[src/rtl/tick_sched.sv]
// tick_sched: NCH programmable clock-enable dividers with glitch-free, boundary-aligned reprogramming
module tick_sched #(
  parameter int NCH     = 4,
  parameter int CHW     = 2,
  parameter int W       = 21,
  parameter int DEF_DIV = 50000
) (
  input  logic           clk_in,
  input  logic           rst_n,
  input  logic           cfg_valid,
  output logic           cfg_ready,
  input  logic [CHW-1:0] cfg_ch,
  input  logic [W-1:0]   cfg_div,
  output logic [NCH-1:0] tick,
  output logic [NCH-1:0] tgl,
  output logic [NCH-1:0] pend
);
  logic [(1<<CHW)-1:0] pend_ext;
  logic                xfer;
  // unimplemented channel slots read as never-pending, so they always accept
  always_comb begin
    pend_ext = '0;
    pend_ext[NCH-1:0] = pend;
  end
  assign cfg_ready = ~pend_ext[cfg_ch];
  assign xfer = cfg_valid & cfg_ready;
  for (genvar c = 0; c < NCH; c++) begin : g_ch
    logic [W-1:0] cnt_q, cnt_d, div_q, div_d, nxt_q, nxt_d;
    logic         pend_q, pend_d, tick_q, tick_d, tgl_q, tgl_d;
    logic         hit, run, term;
    assign hit  = xfer && cfg_ch == CHW'(c);
    assign run  = div_q != '0;
    assign term = run && cnt_q == div_q - 1'b1;
    // running channels stage the divisor until their next terminal edge; idle ones take it now
    always_comb begin
      cnt_d  = (term || !run) ? '0 : cnt_q + 1'b1;
      div_d  = (!run && hit) ? cfg_div : (term && pend_q) ? nxt_q : div_q;
      nxt_d  = (run && hit) ? cfg_div : nxt_q;
      pend_d = (run && hit) ? 1'b1 : term ? 1'b0 : pend_q;
      tick_d = term;
      tgl_d  = tgl_q ^ term;
    end
    always_ff @(posedge clk_in or negedge rst_n) begin
      if (!rst_n) begin
        cnt_q  <= '0;
        div_q  <= W'(DEF_DIV);
        nxt_q  <= '0;
        pend_q <= 1'b0;
        tick_q <= 1'b0;
        tgl_q  <= 1'b0;
      end else begin
        cnt_q  <= cnt_d;
        div_q  <= div_d;
        nxt_q  <= nxt_d;
        pend_q <= pend_d;
        tick_q <= tick_d;
        tgl_q  <= tgl_d;
      end
    end
    assign tick[c] = tick_q;
    assign tgl[c]  = tgl_q;
    assign pend[c] = pend_q;
  end
endmodule
[config.mk]
export PLATFORM = sky130hd
export DESIGN_NAME = tick_sched
export DESIGN_NICKNAME = d
export VERILOG_FILES = /design/src/rtl/tick_sched.sv
export SDC_FILE = /design/constraint.sdc
export NUM_CORES = 1
export LEC_CHECK = 0
export CAP_MARGIN = 20
export CELL_PAD_IN_SITES_DETAIL_PLACEMENT = 1
export CELL_PAD_IN_SITES_GLOBAL_PLACEMENT = 2
export CORE_MARGIN = 1
export CORE_UTILIZATION = 35
export CTS_CLUSTER_DIAMETER = 150
export CTS_CLUSTER_SIZE = 24
export DETAILED_ROUTE_END_ITERATION = 12
export DONT_BUFFER_PORTS = 1
export GPL_TIMING_DRIVEN = 1
export PLACE_DENSITY = 0.79
export SLEW_MARGIN = 10
export SYNTH_ARGS = -nofsm -noshare
export SYNTH_HDL_FRONTEND = slang
export SYNTH_SLANG_ARGS = --single-unit
[constraint.sdc]
create_clock -name clk_in -period 6.1 [get_ports clk_in]
set_clock_uncertainty 0.05 [all_clocks]
set_input_delay 1.22 -clock clk_in [delete_from_list [all_inputs] [get_ports clk_in]]
set_output_delay 1.22 -clock clk_in [all_outputs]
set_load 0.03 [all_outputs]
==> impl_metrics.json <==
{
  "required_ns": 6.44,
  "antenna_found_initial": 1,
  "drv_cap": 0,
  "async_flop_share_pct": 100,
  "rsz0062_at_grt": "no",
  "cts_tree": "yes",
  "cts_sinks": 264,
  "min_period_ns": 4.17,
  "n_fill_cell": 4614,
  "grt_pass1_vias": 11300,
  "final_common_cell": "dfrtp_1",
  "status": "finished clean",
  "critical_path_class": "flip-flop to flip-flop",
  "yosysWarnings": 0,
  "finalNetCount": 1460,
  "vias": 10900,
  "relSlewSlack_pct": 29.8,
  "insertion_delay_ns": 0.51,
  "path_max_fanout": 15,
  "multi_input_area_um2": 7620,
  "wl_per_cell_um": 20.0,
  "synth_edf_count": 0,
  "max_freq_mhz": 240,
  "grt_util_all_layers_pct": 18.5,
  "cts_made_buffers": 14,
  "crit_path_end_kind": "flip-flop",
  "post-route-period-util_pct": 68.3,
  "hold_buffers": 0,
  "setup_tns_ns": 0,
  "setup_violations": 0,
  "area_delta_synth_final_pct": 5.56,
  "via_per_inst": 5.54,
  "gp_congestion": 0.809,
  "start_kind": "flip-flop",
  "ir_worst_vdd_uv": 239,
  "synth_seq_cells": 264,
  "cts_htree_levels": 1,
  "seq_area_um2": 6640,
  "cts.path.max_buffers": 3,
  "cts_setup_buffers": 0,
  "rows": 74,
  "ant_nets": 0,
  "ys_dominant_reg_cell": "dfrtp_1",
  "power_density_nw_per_um2": 261,
  "worst_r2r_path_depth": 9,
  "synth_area_per_cell_um2": 9.95,
  "worst_pin_slew_ns": 1.04,
  "die_y_um": 207,
  "p_leak_nw": 6.44,
  "dieArea_um2": 43000,
  "grt_max_degree": 265,
  "io_buffers": 0,
  "ys_types": 81,
  "drt-pass1-iter-count": 4,
  "dp_hpwl_mm": 27.1,
  "core_area_um2": 41200,
  "die_w_um": 207,
  "hold_violations": 0,
  "clk_pin_slew_ns": 0.10,
  "r2r_slack_ns": 1.93,
  "root_buffer": "clkbuf_16",
  "holdWs_ns": 0.356,
  "slew_violations": 0,
  "hold_path_class": "input port to async pin",
  "most-common-layout-cells": "dfrtp_1, nor2_1, nand2_1",
  "r2r-end": "g_ch[0].div_q[1]",
  "overflow": 0,
  "synth_area_um2": 14700,
  "drive_gt1_share_pct": 12.2,
  "drc": 0,
  "initial_core_util_pct": 35.8,
  "drt_iter0_drc": 508,
  "synth_cells": 1483,
  "cts.repair.resized": 0,
  "arrival_ns": 4.51,
  "synth_nets": 1519,
  "r2r_start": "g_ch[0].div_q[11]",
  "grt_pass1_wl_mm": 64.7,
  "wirelength_mm": 39.3,
  "io_pins": 39,
  "synth_seq_area_share_pct": 45.0
}
[routing by layer]
| metal | part of all wire, % | routed length [um] | global-route usage (%) | vias to the layer above |
|---|---|---|---|---|
| met1 | 48 | 18700 | 25.9 | 5576 |
| li1 | - | - | - | 5143 |
| met5 | 0 | 0 | 0 | - |
| met2 | 46 | 18200 | 30.2 | 129 |
| met4 | 2.5 | 976 | 4.63 | 0 |
| met3 | 3.4 | 1340 | 2.47 | 43 |
[worst max-delay path by stage]
stage / from / end / slack [ns] / depth (start not counted)
final: g_ch[0].div_q[11] / g_ch[0].div_q[1] / 1.93 / 9
after global routing: g_ch[0].div_q[11] / g_ch[0].div_q[0] / 1.59 / 9
after CTS: g_ch[0].div_q[11] / g_ch[0].div_q[1] / 1.96 / 9
after detailed placement: g_ch[0].div_q[11] / g_ch[0].div_q[1] / 1.98 / 9
after global placement: g_ch[0].div_q[11] / g_ch[0].div_q[1] / 2.10 / 9
after floorplan: g_ch[0].div_q[11] / g_ch[0].div_q[5] / 2.80 / 11
[flip-flops by register name, indices dropped and copies added, names as in the netlist]
name / count
g_ch.div_q: 84
g_ch.cnt_q: 84
g_ch.nxt_q: 84
g_ch.tick_q: 4
g_ch.tgl_q: 4
g_ch.pend_q: 4
[stage by stage]
step                area [um2]  total power, W  utilization (%)  cells  setup WS (ns)
finish                   15600         0.00406             37.8   1965           1.93
global route             15600         0.00429             37.8   1963           1.59
CTS                      15500         0.00411             37.7   1962           1.96
detailed placement       15100         0.00303             36.8   1939           1.98
global placement         15100         0.00300             36.8   1939           2.10
floorplan                14700         0.00281                -   1483           2.80
[cells by family (layout without fill, tap and decap cells)]
kind of cell | Yosys count | count (layout) | share of synthesized area, %
XOR/XNOR | 183 | 183 | 10.9
AND/OR/NAND/NOR | 606 | 606 | 22.1
buffers and inverters | 121 | 69 | 3.58
flip-flops | 264 | 264 | 45.0
other | 0 | 2 | 0
multiplexers | 118 | 118 | 8.66
AO/OA/AOI/OAI | 181 | 181 | 8.99
adder cells (fa/ha/maj) | 10 | 10 | 0.848
[cell usage after synthesis (all sizes together) (21+ instances only)]
master / instances / area [um2]
nand4: 28 / 175
inv: 30 / 113
and3: 28 / 175
clkbuf: 64 / 240
mux2i: 41 / 410
xor2: 80 / 701
nor3: 46 / 240
and4b: 24 / 240
o31a: 21 / 184
mux2: 77 / 867
o221a: 21 / 236
nand3: 49 / 245
nor4: 35 / 265
xnor2: 103 / 902
or2: 25 / 156
buf: 27 / 175
nand2: 142 / 533
a21oi: 37 / 185
dfstp: 24 / 631
o21ai: 39 / 195
dfrtp: 240 / 6010
nor2: 144 / 541
[where the power goes]
group / internal, W / leakage, nW / switching, W
sequential: 0.00191 / 3.34 / 0.000187
combinational: 0.000425 / 2.90 / 0.000481
clock: 0.000462 / 0.194 / 0.000595
total: 0.00280 / 6.44 / 0.00126
[critical path, stage by stage (launching register included)]
cell and delay, ns:
dfrtp_1 0.50, or3_1 0.43, nor4b_1 0.67, or4b_1 0.65
mux2i_1 0.19, nand2b_1 0.19, nor4_4 0.64, buf_4 0.40
nor3_1 0.08, a221o_1 0.26
[layout make-up]
| cell class | count | share of cell area (%) |
|---|---|---|
| inverter | 30 | 0.723 |
| tap | 532 | 4.28 |
| timing repair buffer | 16 | 0.820 |
| clock buffer | 23 | 2.60 |
| sequential | 264 | 42.6 |
| multi-input combinational | 1098 | 48.9 |
| antenna | 2 | 0.0321 |
(Power assumes the default switching activity.)
